### src/rtl/tqvp_spi_pkg.sv
// Register map, STATUS/CONFIG bit positions and controller state encoding
// shared by the SPI peripheral files.
package tqvp_spi_pkg;

  localparam logic [5:0] REG_DATA   = 6'h00;
  localparam logic [5:0] REG_STATUS = 6'h04;
  localparam logic [5:0] REG_CONFIG = 6'h08;

  localparam int STAT_BUSY     = 0;
  localparam int STAT_TX_FULL  = 1;
  localparam int STAT_TX_EMPTY = 2;
  localparam int STAT_RX_VALID = 3;
  localparam int STAT_TX_OVF   = 4;
  localparam int STAT_RX_OVR   = 5;

  localparam int CFG_CPOL    = 8;
  localparam int CFG_CPHA    = 9;
  localparam int CFG_CS_AUTO = 10;
  localparam int CFG_CS_MAN  = 11;
  localparam int CFG_IE      = 12;
  localparam int CFG_LSB     = 13;

  typedef enum logic [1:0] {
    S_IDLE,
    S_LOAD,
    S_SHIFT,
    S_DONE
  } spi_state_e;

endpackage

### src/rtl/tqvp_spi_fifo.sv
// Synchronous FIFO, zero-latency read data (show-ahead). A push while full is
// accepted only when a pop happens in the same cycle; otherwise it is dropped.
module tqvp_spi_fifo #(
  parameter int DEPTH = 4,
  parameter int W     = 8
) (
  input  logic         clk,
  input  logic         rst_n,
  input  logic         push,
  input  logic [W-1:0] wdata,
  input  logic         pop,
  output logic [W-1:0] rdata,
  output logic         full,
  output logic         empty
);

  localparam int AW = $clog2(DEPTH);

  logic [W-1:0] mem [DEPTH];
  logic [AW:0]  wr_ptr;
  logic [AW:0]  rd_ptr;
  logic         do_push;
  logic         do_pop;

  // Extra pointer MSB distinguishes full from empty when the indices match.
  assign empty   = (wr_ptr == rd_ptr);
  assign full    = (wr_ptr[AW] != rd_ptr[AW]) && (wr_ptr[AW-1:0] == rd_ptr[AW-1:0]);
  assign do_pop  = pop & ~empty;
  assign do_push = push & (~full | do_pop);
  assign rdata   = mem[rd_ptr[AW-1:0]];

  always_ff @(posedge clk or negedge rst_n) begin
    if (!rst_n) begin
      wr_ptr <= '0;
      rd_ptr <= '0;
    end else begin
      if (do_push) wr_ptr <= wr_ptr + (AW+1)'(1);
      if (do_pop)  rd_ptr <= rd_ptr + (AW+1)'(1);
    end
  end

  always_ff @(posedge clk) begin
    if (do_push) mem[wr_ptr[AW-1:0]] <= wdata;
  end

endmodule

### src/rtl/tqvp_spi_ctrl.sv
// TinyQV SPI controller peripheral: byte TX FIFO, single RX holding byte, single-cycle reads.
// Define TQVP_SPI_LSB_FIRST_EN to make CONFIG[13] select LSB-first shifting.
module tqvp_spi_ctrl
  import tqvp_spi_pkg::*;
#(
  parameter int FIFO_DEPTH = 4,
  parameter int MISO_BIT   = 2,
  parameter int DIV_W      = 8
) (
  input  logic        clk,
  input  logic        rst_n,
  input  logic [7:0]  ui_in,
  output logic [7:0]  uo_out,
  input  logic [5:0]  address,
  input  logic [31:0] data_in,
  input  logic [1:0]  data_write_n,
  input  logic [1:0]  data_read_n,
  output logic [31:0] data_out,
  output logic        data_ready,
  output logic        user_interrupt
);

  logic             wr_req, rd_req, last_wr, last_rd, wr_edge, rd_edge;
  logic             wr_data, wr_status, wr_cfg, rd_pop;
  logic [DIV_W-1:0] cfg_div;
  logic             cfg_cpol, cfg_cpha, cfg_cs_auto, cfg_cs_man, cfg_ie, cfg_lsb;
  logic [7:0]       rx_byte;
  logic             rx_valid, rx_ovr, tx_ovf;
  logic             fifo_full, fifo_empty, fifo_pop;
  logic [7:0]       fifo_rdata;
  logic [31:0]      status_rd, cfg_rd;
  logic             busy, miso, sclk, mosi, cs_n;
  logic             unused_bits;

  spi_state_e       state_q, state_d;
  logic [DIV_W-1:0] cnt_q, cnt_d, lat_div_q, lat_div_d;
  logic [3:0]       hp_q, hp_d;
  logic [7:0]       tx_sr_q, tx_sr_d, rx_sr_q, rx_sr_d;
  logic             act_q, act_d, lat_cpol_q, lat_cpol_d, lat_cpha_q, lat_cpha_d;
  logic             lat_lsb_q, lat_lsb_d;
  logic             tick, edge_now, lead, first_edge, done_set;

  // Bus side effects fire only on the first cycle of a request.
  assign wr_req    = (data_write_n != 2'b11);
  assign rd_req    = (data_read_n != 2'b11);
  assign wr_edge   = wr_req & ~last_wr;
  assign rd_edge   = rd_req & ~last_rd;
  assign wr_data   = wr_edge & (address == REG_DATA);
  assign wr_status = wr_edge & (address == REG_STATUS);
  assign wr_cfg    = wr_edge & (address == REG_CONFIG);
  assign rd_pop    = rd_edge & (address == REG_DATA);

  assign miso        = ui_in[MISO_BIT];
  assign unused_bits = &{1'b0, ui_in, data_in};

  tqvp_spi_fifo #(.DEPTH(FIFO_DEPTH), .W(8)) u_fifo (
    .clk   (clk),
    .rst_n (rst_n),
    .push  (wr_data),
    .wdata (data_in[7:0]),
    .pop   (fifo_pop),
    .rdata (fifo_rdata),
    .full  (fifo_full),
    .empty (fifo_empty)
  );

  always_ff @(posedge clk or negedge rst_n) begin
    if (!rst_n) begin
      state_q    <= S_IDLE;
      cnt_q      <= '0;
      hp_q       <= '0;
      tx_sr_q    <= '0;
      rx_sr_q    <= '0;
      act_q      <= 1'b0;
      lat_div_q  <= '0;
      lat_cpol_q <= 1'b0;
      lat_cpha_q <= 1'b0;
      lat_lsb_q  <= 1'b0;
    end else begin
      state_q    <= state_d;
      cnt_q      <= cnt_d;
      hp_q       <= hp_d;
      tx_sr_q    <= tx_sr_d;
      rx_sr_q    <= rx_sr_d;
      act_q      <= act_d;
      lat_div_q  <= lat_div_d;
      lat_cpol_q <= lat_cpol_d;
      lat_cpha_q <= lat_cpha_d;
      lat_lsb_q  <= lat_lsb_d;
    end
  end

  // SHIFT half-period hp is entered by SCLK edge hp+1; odd edges are leading.
  always_comb begin
    state_d    = state_q;
    hp_d       = hp_q;
    tx_sr_d    = tx_sr_q;
    rx_sr_d    = rx_sr_q;
    act_d      = act_q;
    lat_div_d  = lat_div_q;
    lat_cpol_d = lat_cpol_q;
    lat_cpha_d = lat_cpha_q;
    lat_lsb_d  = lat_lsb_q;
    fifo_pop   = 1'b0;
    done_set   = 1'b0;
    edge_now   = 1'b0;
    lead       = 1'b0;
    first_edge = 1'b0;
    tick       = (cnt_q == lat_div_q);

    case (state_q)
      S_IDLE: begin
        if (!fifo_empty) begin
          fifo_pop = 1'b1;
          state_d  = S_LOAD;
        end
      end
      S_LOAD: begin
        if (tick) begin
          state_d    = S_SHIFT;
          hp_d       = 4'd0;
          edge_now   = 1'b1;
          lead       = 1'b1;
          first_edge = 1'b1;
        end
      end
      S_SHIFT: begin
        if (tick) begin
          if (hp_q == 4'd15) begin
            state_d  = S_DONE;
            done_set = 1'b1;
          end else begin
            hp_d     = hp_q + 4'd1;
            edge_now = 1'b1;
            lead     = hp_q[0];
          end
        end
      end
      S_DONE: begin
        if (tick) begin
          if (!fifo_empty) begin
            fifo_pop = 1'b1;
            state_d  = S_LOAD;
          end else begin
            state_d  = S_IDLE;
          end
        end
      end
      default: state_d = S_IDLE;
    endcase

    cnt_d = (tick || state_q == S_IDLE) ? '0 : cnt_q + DIV_W'(1);

    if (fifo_pop) begin
      tx_sr_d    = fifo_rdata;
      rx_sr_d    = '0;
      act_d      = 1'b0;
      lat_div_d  = cfg_div;
      lat_cpol_d = cfg_cpol;
      lat_cpha_d = cfg_cpha;
      lat_lsb_d  = cfg_lsb;
    end

    // The first leading edge never shifts: MOSI already carries bit 0 of the frame.
    if (edge_now) begin
      act_d = ~act_q;
      if (lead ^ lat_cpha_q)
        rx_sr_d = lat_lsb_q ? {miso, rx_sr_q[7:1]} : {rx_sr_q[6:0], miso};
      else if (!first_edge)
        tx_sr_d = lat_lsb_q ? {1'b0, tx_sr_q[7:1]} : {tx_sr_q[6:0], 1'b0};
    end
  end

  always_ff @(posedge clk or negedge rst_n) begin
    if (!rst_n) begin
      last_wr     <= 1'b0;
      last_rd     <= 1'b0;
      cfg_div     <= '0;
      cfg_cpol    <= 1'b0;
      cfg_cpha    <= 1'b0;
      cfg_cs_auto <= 1'b0;
      cfg_cs_man  <= 1'b0;
      cfg_ie      <= 1'b0;
      rx_byte     <= '0;
      rx_valid    <= 1'b0;
      rx_ovr      <= 1'b0;
      tx_ovf      <= 1'b0;
    end else begin
      last_wr <= wr_req;
      last_rd <= rd_req;
      if (wr_cfg) begin
        cfg_div     <= data_in[DIV_W-1:0];
        cfg_cpol    <= data_in[CFG_CPOL];
        cfg_cpha    <= data_in[CFG_CPHA];
        cfg_cs_auto <= data_in[CFG_CS_AUTO];
        cfg_cs_man  <= data_in[CFG_CS_MAN];
        cfg_ie      <= data_in[CFG_IE];
      end
      if (done_set) rx_byte <= rx_sr_q;
      rx_valid <= done_set | (rx_valid & ~rd_pop);
      // Set events take priority over a coincident write-1-to-clear.
      rx_ovr <= (done_set & rx_valid & ~rd_pop) | (rx_ovr & ~(wr_status & data_in[STAT_RX_OVR]));
      tx_ovf <= (wr_data & fifo_full & ~fifo_pop) | (tx_ovf & ~(wr_status & data_in[STAT_TX_OVF]));
    end
  end

`ifdef TQVP_SPI_LSB_FIRST_EN
  always_ff @(posedge clk or negedge rst_n) begin
    if (!rst_n)      cfg_lsb <= 1'b0;
    else if (wr_cfg) cfg_lsb <= data_in[CFG_LSB];
  end
`else
  assign cfg_lsb = 1'b0;
`endif

  assign busy = (state_q != S_IDLE);
  assign sclk = (state_q == S_IDLE) ? cfg_cpol : (lat_cpol_q ^ act_q);
  assign mosi = busy & (lat_lsb_q ? tx_sr_q[0] : tx_sr_q[7]);
  assign cs_n = cfg_cs_auto ? ~busy : ~cfg_cs_man;

  assign uo_out         = {3'b000, cs_n, mosi, sclk, 2'b00};
  assign data_ready     = 1'b1;
  assign user_interrupt = cfg_ie & ((fifo_empty & ~busy) | rx_ovr | tx_ovf);

  always_comb begin
    status_rd                = '0;
    status_rd[STAT_BUSY]     = busy;
    status_rd[STAT_TX_FULL]  = fifo_full;
    status_rd[STAT_TX_EMPTY] = fifo_empty;
    status_rd[STAT_RX_VALID] = rx_valid;
    status_rd[STAT_TX_OVF]   = tx_ovf;
    status_rd[STAT_RX_OVR]   = rx_ovr;

    cfg_rd              = '0;
    cfg_rd[DIV_W-1:0]   = cfg_div;
    cfg_rd[CFG_CPOL]    = cfg_cpol;
    cfg_rd[CFG_CPHA]    = cfg_cpha;
    cfg_rd[CFG_CS_AUTO] = cfg_cs_auto;
    cfg_rd[CFG_CS_MAN]  = cfg_cs_man;
    cfg_rd[CFG_IE]      = cfg_ie;
    cfg_rd[CFG_LSB]     = cfg_lsb;

    data_out = '0;
    case (address)
      REG_DATA:   data_out = {24'h0, rx_byte};
      REG_STATUS: data_out = status_rd;
      REG_CONFIG: data_out = cfg_rd;
      default:    data_out = '0;
    endcase
  end

endmodule
### config.mk
export PLATFORM = sky130hd
export DESIGN_NAME = tqvp_spi_ctrl
export DESIGN_NICKNAME = d
export VERILOG_FILES = /design/src/rtl/tqvp_spi_pkg.sv /design/src/rtl/tqvp_spi_fifo.sv /design/src/rtl/tqvp_spi_ctrl.sv
export SDC_FILE = /design/constraint.sdc
export NUM_CORES = 1
export LEC_CHECK = 0
export BUFFER_PORTS_ARGS = -buffer_cell sky130_fd_sc_hd__buf_4
export CORE_UTILIZATION = 40
export DETAILED_ROUTE_END_ITERATION = 10
export MAX_ROUTING_LAYER = met4
export PLACE_DENSITY = 0.58
export SYNTH_ARGS = -nofsm -noshare
export SYNTH_HDL_FRONTEND = slang
export SYNTH_HIERARCHICAL = 1
export SYNTH_SLANG_ARGS = --single-unit
### constraint.sdc
create_clock -name clk -period 4 [get_ports clk]
set_input_delay 0.2 -clock clk [delete_from_list [all_inputs] [get_ports clk]]
set_output_delay 0.2 -clock clk [all_outputs]
set_load 0.005 [all_outputs]
Word-level counts from Yosys, hierarchy flattened
Memory sizes are Yosys's and may differ from the RTL's.
Index checks and enable logic that the tools add are counted.
Operators by class
  reductions and logical operators: 9
  $add $sub $neg: 4
  bitwise operators: 39
  equal/unequal tests: 18
  muxes and demuxes: 40
Operator list (number)
  two-way mux 8 bit: 8
  case mux 13 bit (3 select lines): 1
  bitwise AND 1 bit: 20
  two-way mux 1 bit: 18
  inequality test 2 bit (second input constant): 8
  two-way mux 4 bit: 3
  inverter 1 bit: 11
  two-way mux 2 bit: 5
  adder 8 x 1 -> 8 bit (second input constant): 1
  equality test 8 bit: 1
  case mux 2 bit (4 select lines): 1
  case mux 4 bit (2 select lines): 1
  adder 3 x 1 -> 3 bit (second input constant): 2
  equality test 6 x 3 -> 1 bit (second input constant): 1
  equality test 6 x 4 -> 1 bit (second input constant): 1
  logical NOT 6 bit: 1
  OR 1 bit: 6
  case mux 1 bit (2 select lines): 3
  nonzero test 2 bit: 3
  AND reduction 5 bit: 1
  adder 4 x 1 -> 4 bit (second input constant): 1
  equality test 2 bit (second input constant): 2
  equality test 4 bit (second input constant): 1
  AND reduction 4 bit: 1
  8 further kinds: 9
Word-level totals
  word-level logic and storage cells: 134
  RAM bits: 32
  bits of input ports: 52
  register bits after elaboration: 73
  output and inout bits: 42
  memories: 1
Memory list
  u_fifo.mem: words 4, bits a word 8, rd ports 1, clocked after Yosys merged registers in 0, wr ports 1, line tqvp_spi_fifo.sv:19  | logic [W-1:0] mem [DEPTH];

Depth between registers and ports, before layout
Gate-level depths: netlist (run 1).
  word-level depth: 9
  gate-level depth with buffers: 12
  mapped depth without buffers: 7

By module
Netlist (run 1), hierarchy kept.
By module, submodules not included
  tqvp_spi_ctrl: sequential area each 1676.6 um^2, instances 1, cells an instance 325, area an instance 3507.1 um^2
  tqvp_spi_fifo: sequential area each 1111.1 um^2, instances 1, cells an instance 85, area an instance 1602.8 um^2

Worst setup path after synthesis (run 1)
No wires, ideal clock.
  path type: reg-to-reg
  from: register u_fifo.rd_ptr[1]
  to: memory u_fifo.mem[0][0] (enable)
  period minus slack after synthesis: 3.004 ns
  required time: 3.722 ns
  data arrival time: 2.726 ns
  library setup time: 0.278 ns
  path slack: 0.996 ns
  cell stages (with the launch flop): 13
  path through: dfrtp_1 -> buf_6 -> xor2_1 -> buf_2 -> nor3_1 -> nor2_1 -> nand2_1 -> o31ai_1 -> buf_2 -> buf_4 -> buf_1 -> or4_1 -> and3_1
On the way
  cells in the longest elaborated chain, start to end: 9
Ends and longest elaborated chain
  from (decl): line tqvp_spi_fifo.sv:21  | logic [AW:0] rd_ptr;
  from (signal assigned): line tqvp_spi_fifo.sv:38  | if (do_pop) rd_ptr <= rd_ptr + (AW+1)'(1);
  equality test 3 bit (*): line tqvp_spi_fifo.sv:26  | assign empty = (wr_ptr == rd_ptr);
  via fifo_empty: line tqvp_spi_ctrl.sv:29  | logic fifo_full, fifo_empty, fifo_pop;
  two-way mux 1 bit (*): line tqvp_spi_ctrl.sv:113, tqvp_spi_ctrl.sv:141
  two-way mux 1 bit: line tqvp_spi_ctrl.sv:140  | if (tick) begin
  case mux 1 bit (2 select lines) (*): line tqvp_spi_ctrl.sv:111  | case (state_q)
  via fifo_pop: line tqvp_spi_ctrl.sv:29
  bitwise AND 1 bit (*): line tqvp_spi_fifo.sv:28  | assign do_pop = pop & ~empty;
  OR 1 bit (*): line tqvp_spi_fifo.sv:29  | assign do_push = push & (~full | do_pop);
  bitwise AND 1 bit (*): line tqvp_spi_fifo.sv:29
  two-way mux 1 bit (*): line tqvp_spi_fifo.sv:43  | if (do_push) mem[wr_ptr[AW-1:0]] <= wdata;
  two-way mux 1 bit (implied by the code) (*): line tqvp_spi_fifo.sv:43
  to (decl): line tqvp_spi_fifo.sv:19
Mark *: on every way through the listed nets, which the timed path passes. The rest lies on a longest branch.

Final worst setup path (run 1)
  from: register u_fifo.rd_ptr[1]
  to: memory u_fifo.mem[1][6] (enable)
On the way
  cells in the longest elaborated chain, start to end: 9
Ends and longest elaborated chain (line)
  equality test 3 bit (*): tqvp_spi_fifo.sv:26
  via fifo_empty: tqvp_spi_ctrl.sv:29
  two-way mux 1 bit: tqvp_spi_ctrl.sv:113, tqvp_spi_ctrl.sv:141
  two-way mux 1 bit: tqvp_spi_ctrl.sv:140
  case mux 1 bit (2 select lines): tqvp_spi_ctrl.sv:111
  bitwise AND 1 bit (*): tqvp_spi_fifo.sv:28
  OR 1 bit (*): tqvp_spi_fifo.sv:29
  bitwise AND 1 bit (*): tqvp_spi_fifo.sv:29
  two-way mux 1 bit (*): tqvp_spi_fifo.sv:43
  two-way mux 1 bit (implied by the code) (*): tqvp_spi_fifo.sv:43
Marks and branches as above.

==> impl_metrics.csv, run 1 <==
group,metric,value,unit
run_status,run_status,"finished with violations",
run_status,violations_in_the_final_reports,"negative hold slack",
timing,fmax,342,MHz
grt,busiest_layer,"met2",
power,power_leakage,2.53,nW
clock_network,cts_htree_levels,3,
timing,maxSlewHeadroom,0.245,
routing,routedWlPerCell,16.1,um
grt,grt.met2_usage,0.267,
routing,route.antenna.remaining_nets,0,
routing,wirelength,10100,um
routing,drt_iter0_drc,125,
die,initial_core_util,0.418,
power,final_total_pwr,3.94,mW
setup_path,worstPathCellList,"xor2_1, buf_4, nor3_1, buf_4, nor2_1, nand2_1, o31ai_4, or4_1, and3_1",
final_layout,design_area,5830,um2
yosys,sequential_to_total_area_share_from_yosys_stat,0.546,
hold_path,worst_hold_path_type,"in -> async",
grt,groute.layer.met1.usage,0.218,
place,placedInstanceArea,5500,um2
final_layout,final_core_util,0.478,
setup_path,setup.worst_path.start,"u_fifo/rd_ptr[1]",
timing,fin_crit_sh,0.731,
place,pre_cts_slack,1.08,ns
clock_network,cts_tree,"done",
flow_run,number_of_max_cap_violations,0,
timing,finalMaxSlewViolations,0,
power,power-per-cell-area,675,nW/um2
clock_network,cts.path.max_buffers,2,
setup_path,critPathMaxFanout,11,
setup_path,rr_startpoint,"u_fifo/rd_ptr[1]",
grt,grtUsageTotal,0.170,
timing,tightest_slew,1.12,ns
yosys,ys.flop_type,"sky130_fd_sc_hd__dfrtp_1",
routing,route.vias.total,3191,
die,pin_count,94,
routing,post_detailed_route_via_to_cell_ratio,5.11,
yosys,synthesis.instances,410,
clock_network,post_cts_setup_repair_bufs,0,
clock_network,clock_tree.root_cell,"sky130_fd_sc_hd__clkbuf_16",
setup_path,critical_path_required,3.99,ns
timing,timing_hold_violations_final,4,
power,power.ir.vdd_worst,0.298,mV
die,core_region,12200,um2
final_layout,final_layout_size_suffix_gt1_frac,0.257,
timing,fin_setup_tns,0,ns
clock_network,path_clk_slew,0.07,ns
timing,hold_ws,-0.0149,ns
timing,finClkSkew,0.00664,ns
setup_path,worst_r2r_path_depth,9,
clock_network,cts_inserted_buffers,9,
final_layout,area_growth_syn_to_layout,14.2,%
grt,groute.layer.met3.usage,0.0485,
setup_path,cp.arrival,2.92,ns
timing,fin_ws,1.08,ns
setup_path,critPathCapture,"u_fifo/mem[1][6]",
yosys,postSynth.asyncResetShare,0.695,
setup_path,cp-start-kind,"flip-flop",
clock_network,tritoncts_num_sinks,105,
yosys,synth_area,5110,um2
timing,report.final.setup_viol,0,
die,dieArea,13200,um2
setup_path,reg2reg_slack,1.08,ns
clock_network,cts-hold-fix-buffers,1,
timing,period_needed,2.92,ns
yosys,number_of_synthesized_flops_with_an_enable_pin,32,
yosys,syn_area_per_cell,12.5,um2
routing,first_pass_drt_iterations,4,
grt,globalRouteOverflowTotal,0,
setup_path,critical_path_class,"reg -> reg",
die,fp.dieH,115,um
place,place_hpwl,7040,um
timing,grt_setup_unrepaired,"no",
yosys,yosys_register_bits,105,
grt,grt_antenna_before_repair,0,
routing,drcViolationCount,0,
clock_network,clock_insertion_delay_worst_skew,0.35,ns
grt,maximum_number_of_pins_on_one_net_before_global_route_repair,74,
die,die_x,115,um
clock_network,cts_resized,0,
yosys,synth.yosys.warnings,6,
setup_path,r2r_end,"u_fifo/mem[1][6]",
place,place.port_buffers,42,
setup_path,setup_crit_end_kind,"flip-flop",
setup_path,critPathSlowestCell,"sky130_fd_sc_hd__dfrtp_1",
place,gp_routability_congestion,0.831,
die,num_rows,40,
grt,wire_length_of_the_first_global_routing_pass,16200,um
yosys,post_synth_num_cell_types,54,
setup_path,critPathMaxStageDelay,0.67,ns
grt,first_global_vias,3117,
setup_path,cpMostUsedCell,"sky130_fd_sc_hd__buf_4",
final_layout,fin_nets,515,
==> placed cells by master, fill, tap and decap left out, drive strengths merged, types with 3 or more instances in the layout <==
cell,count
inv,22
a22o,10
o21ai,12
nand2,34
o311ai,10
buf,48
nand3,10
nor2,21
mux2i,12
a21oi,6
o31ai,3
nor3,3
dfrtp,73
mux2,34
conb,25
nand4,3
mux4,8
xnor2,13
clkbuf,10
and3,13
edfxtp,32
ha,12
xor2,8
or4,3
==> synthesized netlist by cell type (all sizes together), types with 2 or more instances <==
| library cell | number | area (um2) |
|---|---|---|
| clkbuf | 5 | 28.8 |
| nor3b | 2 | 15.0 |
| nand4 | 3 | 25.0 |
| a311oi | 2 | 17.5 |
| a2111oi | 2 | 36.3 |
| mux4 | 8 | 180 |
| xnor2 | 13 | 114 |
| conb | 2 | 7.51 |
| mux2 | 34 | 383 |
| o31ai | 3 | 22.5 |
| o2bb2ai | 2 | 17.5 |
| mux2i | 12 | 120 |
| or4 | 3 | 22.5 |
| inv | 19 | 71.3 |
| a22o | 10 | 87.6 |
| o41ai | 2 | 25.0 |
| dfrtp | 73 | 1830 |
| nor2 | 21 | 83.8 |
| and3 | 13 | 83.8 |
| xor2 | 8 | 70.1 |
| or2b | 2 | 17.5 |
| o311ai | 10 | 87.6 |
| buf | 37 | 262 |
| nand3 | 10 | 50.1 |
| a21oi | 6 | 30.0 |
| nor3 | 3 | 15.0 |
| edfxtp | 32 | 961 |
| ha | 12 | 150 |
| o21ai | 12 | 60.1 |
| nand2b | 2 | 12.5 |
| nand2 | 34 | 128 |
==> where the power goes <==
group          switching [mW]  leakage, nW  total [mW]  internal, mW
combinational           0.892         1.12        1.50         0.609
clock                   0.400        0.156       0.958         0.558
sequential              0.173         1.25        1.48          1.30
total                    1.47         2.53        3.94          2.47
==> critical path: cells and delay by family (launching register included) <==
family / cells / cell delay [ns]
flops: 1 / 0.67
buf+inv: 2 / 0.37
simple gates: 5 / 0.93
xor+xnor: 1 / 0.18
compound gates: 1 / 0.39
==> registers in the layout, summed over array words and instances, names as in the netlist, 2 cells and up <==
register / flops
state_q: 2
u_fifo/mem: 32
rx_sr_q: 8
rx_byte: 8
u_fifo/rd_ptr: 3
u_fifo/wr_ptr: 3
tx_sr_q: 8
lat_div_q: 8
cnt_q: 8
hp_q: 4
cfg_div: 8
==> area by class of cell <==
type,instances,area (um2)
Antenna cell,1,2.50
Clock buffer,10,229
Clock inverter,6,96.3
Fill cell,1152,6380
Inverter,19,71.3
Multi-Input combinational cell,267,2070
Sequential cell,105,2790
Tap cell,168,210
Timing Repair Buffer,49,370
==> metal layers <==
metal,up-vias,wire (um)
met5,-,0
met4,0,95
met3,5,472
met2,84,4780
met1,1596,4710
li1,1506,-
==> through the flow <==
step / std cells / hold slack (ns)
final: 625 / -0.0149
after global routing: 624 / 0.00232
after CTS: 624 / 0.00198
after detailed placement: 607 / 0.371
after global placement: 607 / 0.367
after floorplan: 433 / -0.0956
==> cell families (layout without fill, tap and decap cells) <==
| logic type | Yosys count | after routing | synth area share |
|---|---|---|---|
| simple gates | 98 | 98 | 0.0953 |
| fa+ha+maj | 12 | 12 | 0.0294 |
| mux | 54 | 54 | 0.134 |
| compound gates | 57 | 57 | 0.0879 |
| xor+xnor | 21 | 21 | 0.0360 |
| other cells | 2 | 26 | 0.00147 |
| buf+inv | 61 | 84 | 0.0708 |
| flops | 105 | 105 | 0.546 |
==> worst min-delay path by stage <==
stage / start / end / slack, ns
global placement: data_write_n[1] / last_wr / 0.37
floorplan: rst_n / act_q / -0.1
CTS: data_write_n[0] / last_wr / 0.002
finish: rst_n / tx_sr_q[2] / -0.01
global route: data_write_n[0] / last_wr / 0.002
detailed placement: data_write_n[1] / last_wr / 0.37
Note: power is estimated with default switching activity, not from simulation.
==> run 2, diff against run 1 <==
==> constraint.sdc (replaced) <==
create_clock -name clk -period 2.7 [get_ports clk]
set_input_delay 0.135 -clock clk [delete_from_list [all_inputs] [get_ports clk]]
set_output_delay 0.135 -clock clk [all_outputs]
set_load 0.005 [all_outputs]
==> run 2 against run 1 <==
  * The flow now finishes without violations
  * Sequential share of layout area shrank 1.5 points
  * Clock-buffer cell count shrank 1
  * Routed wire length grew 4.1%
  * Highest routed layer unchanged
  * Non-clock buffer count grew 21
  * Critical path depth shrank 1
==> impl_metrics.csv, run 2 (same netlist as run 1, synthesis figures left out) <==
group,metric,value,unit
final_layout,layout_commonest_cell,"sky130_fd_sc_hd__dfrtp_1",
timing,tightest_slew,0.933,ns
clock_network,cts.path.max_buffers,2,
setup_path,setup_crit_end_kind,"flip-flop",
hold_path,worst_hold_path_type,"in -> reg",
hold_path,whs_path_depth,2,
power,power-per-cell-area,971,nW/um2
flow_run,number_of_max_cap_violations,0,
clock_network,tritoncts_num_sinks,105,
final_layout,n_fill_cell,1092,
final_layout,regArea,2790,um2
setup_path,rr_startpoint,"u_fifo/rd_ptr[2]",
final_layout,most-common-layout-cells,"sky130_fd_sc_hd__dfrtp_1, sky130_fd_sc_hd__buf_4, sky130_fd_sc_hd__nand2_1, sky130_fd_sc_hd__mux2_2, sky130_fd_sc_hd__edfxtp_1",
timing,timing_hold_violations_final,0,
timing,period_needed,2.49,ns
die,initial_core_util,0.418,
timing,fin_crit_sh,0.921,
power,power_leakage,2.61,nW
hold_path,hold_end,"cfg_cpol",
timing,fmax,402,MHz
die,die_x,115,um
timing,report.final.setup_viol,0,
timing,fin_setup_tns,0,ns
setup_path,worst-path-stages,8,
setup_path,critPathSlowestCell,"sky130_fd_sc_hd__xor2_1",
timing,maxSlewHeadroom,0.378,
hold_path,hold_path.startpoint,"data_in[8]",
setup_path,r2r_end,"u_fifo/rd_ptr[1]",
setup_path,cp-start-kind,"flip-flop",
setup_path,cp.arrival,2.72,ns
timing,finClkSkew,0.00852,ns
power,switching_power,2.24,mW
final_layout,area_growth_syn_to_layout,17.9,%
grt,maximum_number_of_pins_on_one_net_before_global_route_repair,74,
clock_network,path_clk_slew,0.08,ns
power,power.share.switching,0.383,
run_status,run_status,"completed",
die,pin_count,94,
timing,grt_setup_unrepaired,"no",
routing,drt_iter0_drc,146,
setup_path,reg2reg_slack,0.21,ns
setup_path,critPathMaxFanout,30,
final_layout,final_layout_size_suffix_gt1_frac,0.275,
grt,grt_antenna_before_repair,0,
final_layout,num_antenna_cells,0,
routing,wirelength,10500,um
final_layout,area_occupied_by_multi_input_gates,2100,um2
power,internal-power,3.61,mW
routing,route.antenna.remaining_nets,0,
clock_network,cts_htree_levels,3,
die,num_rows,40,
clock_network,clock_tree.root_cell,"sky130_fd_sc_hd__clkbuf_16",
routing,routedWlPerCell,16.2,um
clock_network,cts_resized,0,
power,power.ir.vdd_worst,0.485,mV
setup_path,critical_path_class,"reg -> reg",
final_layout,fin_nets,536,
clock_network,cts_inserted_buffers,9,
setup_path,cp.buffers_inverters,1,
power,clockPowerShare,0.219,
routing,post_detailed_route_via_to_cell_ratio,4.99,
die,core_region,12200,um2
setup_path,critPathMaxStageDelay,0.44,ns
setup_path,worst_r2r_path_depth,8,
routing,route.vias.total,3221,
final_layout,largest_register_ff_count,32,
setup_path,critical_path_required,2.94,ns
grt,grtUsageTotal,0.181,
routing,first_pass_drt_iterations,4,
setup_path,critical-path-top-delay-family,"compound AO/OA/AOI/OAI gates",
routing,drcViolationCount,0,
grt,globalRouteOverflowTotal,0,
grt,wire_length_of_the_first_global_routing_pass,17300,um
power,power.sequential.fraction,0.369,
setup_path,worstPathCellList,"xor2_1, nor3_4, nor2_1, nand2_1, o31ai_4, buf_4, o31ai_1, mux2_2",
power,combPwrFrac,0.412,
final_layout,final_core_util,0.493,
place,gp_routability_congestion,0.883,
die,dieArea,13200,um2
timing,hold_ws,0.0137,ns
timing,finalMaxSlewViolations,0,
clock_network,clock_insertion_delay_worst_skew,0.35,ns
grt,first_global_vias,3277,
place,place_hpwl,7390,um
clock_network,cts_tree,"done",
place,place.port_buffers,42,
die,fp.dieH,115,um
run 2: changes by cell type in the layout (fill, tap and decap cells not counted), sizes merged:
| cell | delta |
|---|---|
| dlygate4sd3 | +12 |
| buf | +9 |
| clkinv | +4 |
| bufinv | -2 |
| clkbuf | -1 |
| clkinvlp | -1 |
| diode | -1 |
run 2: stage by stage:
| step | power (mW) | instance area (um2) | cells | setup WS, ns |
|---|---|---|---|---|
| final | 5.85 | 6020 | 645 | 0.214 |
| after global routing | 6.26 | 6020 | 645 | 0.0530 |
| after CTS | 5.93 | 6010 | 644 | 0.204 |
| after detailed placement | 4.61 | 5590 | 616 | 0.230 |
| after global placement | 4.53 | 5590 | 616 | 0.288 |
| after floorplan | 3.95 | 5240 | 433 | 0.00705 |
run 2: repair_timing:
action                    in CTS  in global routing
hold buffers                  12                  1
hold endpoints to repair      99                  3
buffers inserted               0                  0
run 2: worst max-delay path by stage:
stage,start,slack (ns),to
global placement,address[1],0.29,u_fifo/mem[3][5]
detailed placement,address[1],0.23,u_fifo/mem[3][1]
floorplan,u_fifo/rd_ptr[1],0.007,u_fifo/mem[1][0]
finish,u_fifo/rd_ptr[2],0.21,u_fifo/rd_ptr[1]
global route,u_fifo/rd_ptr[2],0.05,u_fifo/rd_ptr[1]
CTS,u_fifo/rd_ptr[2],0.20,u_fifo/rd_ptr[1]
run 2: cell type report:
class                      count  area share
clock inverter                 7      0.0123
timing repair buffer          70      0.0926
multi-input combinational    267       0.348
tap                          168      0.0349
sequential                   105       0.463
clock buffer                   9      0.0374
inverter                      19      0.0118
run 2: worst register-to-register path, cell delays in order (launching register included):
cell and delay, ns:
sky130_fd_sc_hd__dfrtp_1 0.43, sky130_fd_sc_hd__xor2_1 0.44, sky130_fd_sc_hd__nor3_4 0.06, sky130_fd_sc_hd__nor2_1 0.13, sky130_fd_sc_hd__nand2_1 0.10, sky130_fd_sc_hd__o31ai_4 0.35, sky130_fd_sc_hd__buf_4 0.41, sky130_fd_sc_hd__o31ai_1 0.17
sky130_fd_sc_hd__mux2_2 0.29
run 2: per-layer routing:
| layer | global-route usage | part of all wire | vias to the layer above |
|---|---|---|---|
| li1 | - | - | 1552 |
| met1 | 0.244 | 0.50 | 1583 |
| met2 | 0.277 | 0.46 | 79 |
| met3 | 0.0448 | 0.033 | 7 |
| met4 | 0.0442 | 0.011 | 0 |
| met5 | - | 0 | - |
run 2: power groups by stage:
stage	clock network (mW)	logic [mW]	registers, mW
floorplan	0	1.82	2.13
global placement	0	2.35	2.18
detailed placement	0	2.41	2.19
CTS	1.33	2.44	2.16
global route	1.40	2.67	2.20
finish	1.28	2.41	2.16
